===== config.mk =====
export PLATFORM = sky130hd
export DESIGN_NAME = display_scan_controller
export DESIGN_NICKNAME = d
export VERILOG_FILES = /design/src/rtl/display_scan_controller.sv
export SDC_FILE = /design/constraint.sdc
export NUM_CORES = 1
export LEC_CHECK = 0
export ABC_CLOCK_PERIOD_IN_PS = 2300
export CAP_MARGIN = 20
export CORE_MARGIN = 2
export CORE_UTILIZATION = 50
export CTS_CLUSTER_SIZE = 25
export DETAILED_ROUTE_END_ITERATION = 8
export GPL_ROUTABILITY_DRIVEN = 1
export GPL_TIMING_DRIVEN = 0
export PLACE_DENSITY = 0.78
export SLEW_MARGIN = 10
export SYNTH_ARGS = -nofsm -noshare
export SYNTH_HDL_FRONTEND = slang
export SYNTH_SLANG_ARGS = --single-unit

===== constraint.sdc =====
create_clock -name clk -period 2.3 [get_ports clk]
set_input_delay 0.46 -clock clk [delete_from_list [all_inputs] [get_ports clk]]
set_output_delay 0.46 -clock clk [all_outputs]
set_load 0.005 [all_outputs]

===== src/rtl/display_scan_controller.sv =====
// Time-multiplexed scan driver for an 8-digit 7-segment display.
// Steps the digit select per slot and blanks the anodes at the start of each slot.
module display_scan_controller #(
  parameter int unsigned SLOT_CYCLES  = 100_000,
  parameter int unsigned BLANK_CYCLES = 1_000
) (
  input  logic       clk,
  input  logic       reset_n,
  input  logic       en,
  input  logic [7:0] digit_mask,
  input  logic [7:0] dp_in,
  output logic [3:0] select,
  output logic [7:0] anode,
  output logic       dp_out,
  output logic       slot_tick
);

  localparam int unsigned CW = (SLOT_CYCLES > 1) ? $clog2(SLOT_CYCLES) : 1;
  localparam logic [CW-1:0] LAST  = CW'(SLOT_CYCLES - 1);
  localparam logic [CW-1:0] BLANK = CW'(BLANK_CYCLES);

  // cnt/pos_sel name the slot position that the next enabled edge presents on
  // the registered outputs, so the first enabled cycle after reset is cycle 0.
  logic [CW-1:0] cnt;
  logic [2:0]    pos_sel;
  logic [2:0]    sel_q;
  logic          lit;

  always_comb begin
    lit = (cnt >= BLANK) && digit_mask[pos_sel];
  end

  always_ff @(posedge clk) begin
    if (!reset_n) begin
      cnt       <= '0;
      pos_sel   <= '0;
      sel_q     <= '0;
      anode     <= '1;
      dp_out    <= 1'b1;
      slot_tick <= 1'b0;
    end else if (en) begin
      sel_q     <= pos_sel;
      slot_tick <= (cnt == '0);
      if (lit) begin
        anode  <= ~(8'b1 << pos_sel);
        dp_out <= ~dp_in[pos_sel];
      end else begin
        anode  <= '1;
        dp_out <= 1'b1;
      end
      if (cnt == LAST) begin
        cnt     <= '0;
        pos_sel <= pos_sel + 3'd1;
      end else begin
        cnt <= cnt + CW'(1);
      end
    end else begin
      anode     <= '1;
      dp_out    <= 1'b1;
      slot_tick <= 1'b0;
    end
  end

  assign select = {1'b0, sel_q};

endmodule


==> results.txt <==
Cells after Synth: 170
cell family with most CP delay: buffers and inverters
routability congestion estimate: 0.884
Cell Area, Synth: 1590 sq um
hpwl dp: 2570 um
max_slew headroom: 59.2%
Tmin final: 2.19 ns
Min-Delay Path Class: register to register
Lkg Pwr: 0.732 nW
Ant. Diodes: 0
WL per Instance: 13.3 um
synth top area cells: dfxtp_1 41%, mux4_2 7.1%, ha_1 6.3%
CTS Buf Count: 5
Max FO, Critical Path: 10
TritonRoute pass-1 iters: 4
pwr dens: 478 nW/um^2
Starting Density: 52.2%
CORE AREA: 3050 sq um
Buf/Inv on CP: 3
Longest Clk Path Bufs: 2
Worst EP required: 2.53 ns
CTS tree: done
largest net degree at the start of global routing: 12
cell taking the most area after synthesis: dfxtp_1
Synthesized Nets: 197
CP arrival: 2.42 ns
GR peak layer: met2
Yosys cell types: 37
Max Cap Viol: 0
DR vias: 1339
nets: 235
CP Cell Sequence: clkdlybuf4s50_1 > clkbuf_2 > and4_1 > nand4b_1 > o21ai_2 > buf_2 > nor2_1
H-tree depth: 2
post-DR vias/cell: 5.29
Place WS: -0.637 ns
slowest stage cell, crit path: clkdlybuf4s50_1
Final Skew: 0.00855 ns
met3 GRT Util: 7.46%
Seq cells post-synth: 33
synth cell count leaders: 33 x dfxtp_1, 19 x nor2_1, 18 x nand2_1, 9 x nand3_1
period utilization: 95.3%
Peak Freq: 0.456 GHz
met1 capacity usage during global routing: 21.8%
ys async rst share: 0%
GRT Total Usage: 21.1%
routed wire length: 3370 um
DRC: 0
dpl cells: 245
initial antenna violation count: 0
final setup fails: 0
chip width: 60.5 um
I/O pin cnt: 33
status: completed
share of layout cells above drive strength 1: 10.5%
row count: 20
# port buffers: 31
most common flop cell mapped by yosys: dfxtp_1
Yosys top cell area share: 41.4%
Post-synth EDFFs: 0
root buffer cell: clkbuf_4
synth warn: 0
Setup WS post-layout: 0.109 ns
Worst Max-Slew Pin Slew: 0.604 ns
VDD IR max: 0.366 mV
sequential-to-total area share from yosys stat: 41.4%
most common cell in the netlist: dfxtp_1
Sink Count: 33
first-pass GRT wire length: 5600 um
Die H: 60.5 um
vias in the first global route: 1331
GR Overflow Total: 0
Detail Route Antenna Nets: 0
Setup CP Type: input port to register
setup bufs post-CTS: 0
Fin Hold WS: 0.507 ns
GR Layer Usage met2: 38.5%
critical path's largest stage delay: 0.51 ns
CP Launch Type: input port
die area: 3660 sq um
final core occ: 66.1%
Fin. Hold Viols: 0
Worst-path clk slew: 0.10 ns
clk_lat worst skew: 0.33 ns
Iter 0 DRT Violations: 20
syn avg cell area: 9.38 sq um
Synth-to-Final Area Change: 26.7%
RSZ-0062 raised after global routing: no
Setup crit end kind: register
Non-Filler Instances: 253
setup tns final: 0 ns
Max Transition Viols Final: 0
[worst register-to-register path, stage by stage, from the launching register on]
cell     delay [ns]
dfxtp_1        0.48
nand4_2        0.21
or4_1          0.53
buf_2          0.17
or4_1          0.49
a21oi_1        0.15
[through the flow]
step | area, sq um | power, mW
floorplan | 1590 | 0.629
global placement | 1960 | 0.670
detailed placement | 1960 | 0.673
CTS | 2020 | 0.984
global route | 2020 | 1.01
finish | 2020 | 0.965
[path summary, 6_finish.rpt]
path,end,startpoint,cells after the start,slack (ns)
max reg2reg,cnt[16]$_SDFFE_PN0P_,cnt[7]$_SDFFE_PN0P_,5,0.20
min,sel_q[2]$_SDFFE_PN0P_,sel_q[2]$_SDFFE_PN0P_,2,0.51
max,cnt[3]$_SDFFE_PN0P_,en,7,0.11
min reg2reg,sel_q[2]$_SDFFE_PN0P_,sel_q[2]$_SDFFE_PN0P_,2,0.51
[per-layer routing]
metal	up-vias	wire length [um]
met5	-	0
met4	0	17
met3	2	231
met2	34	1740
met1	626	1380
li1	677	-
[report_power, final]
group,internal (mW),switching [mW]
Sequential,0.576,0.00604
Combinational,0.0493,0.0294
Clock,0.115,0.189
Total,0.740,0.225
[state kept, by name, summed over array words and instances (netlist names)]
register / count
cnt: 17
anode: 8
pos_sel: 3
sel_q: 3
dp_out: 1
slot_tick: 1
[cells in the final DEF (no fill, tap or decap), types with 4 or more instances in the layout]
cell             instances
nor2_1                  19
or4_1                    4
clkdlybuf4s50_1         31
dfxtp_1                 33
nand2_1                 18
xnor2_1                  8
xor2_1                   4
inv_1                    8
ha_1                     8
nand3_1                  9
o21ai_0                  4
mux4_2                   5
mux2i_1                  5
clkbuf_4                 5
nor3_1                   4
a21oi_1                  8
[final cells by class]
cell class,instances,area [sq um]
fillers,257,1030
multi-input cells,123,878
flip-flops and latches,33,661
repair buffers,31,310
well taps,44,55.1
clock buffers,5,37.5
plain buffers,6,30.0
inverters,8,30.0
clock inverters,3,17.5
[cell families after synthesis]
group,share of synthesized area (%)
mux,10.2
flops,41.4
compound gates,6.67
simple gates,24.9
other cells,0.235
buf+inv,3.69
xor+xnor,6.59
fa+ha+maj,6.28
[timing repair]
| action | 4_1_cts | 5_1_grt |
|---|---|---|
| gates resized for setup | 2 | 0 |
| endpoints found under the setup margin | 10 | 0 |
| hold buffers | 0 | 0 |
(Power assumes the default switching activity.)
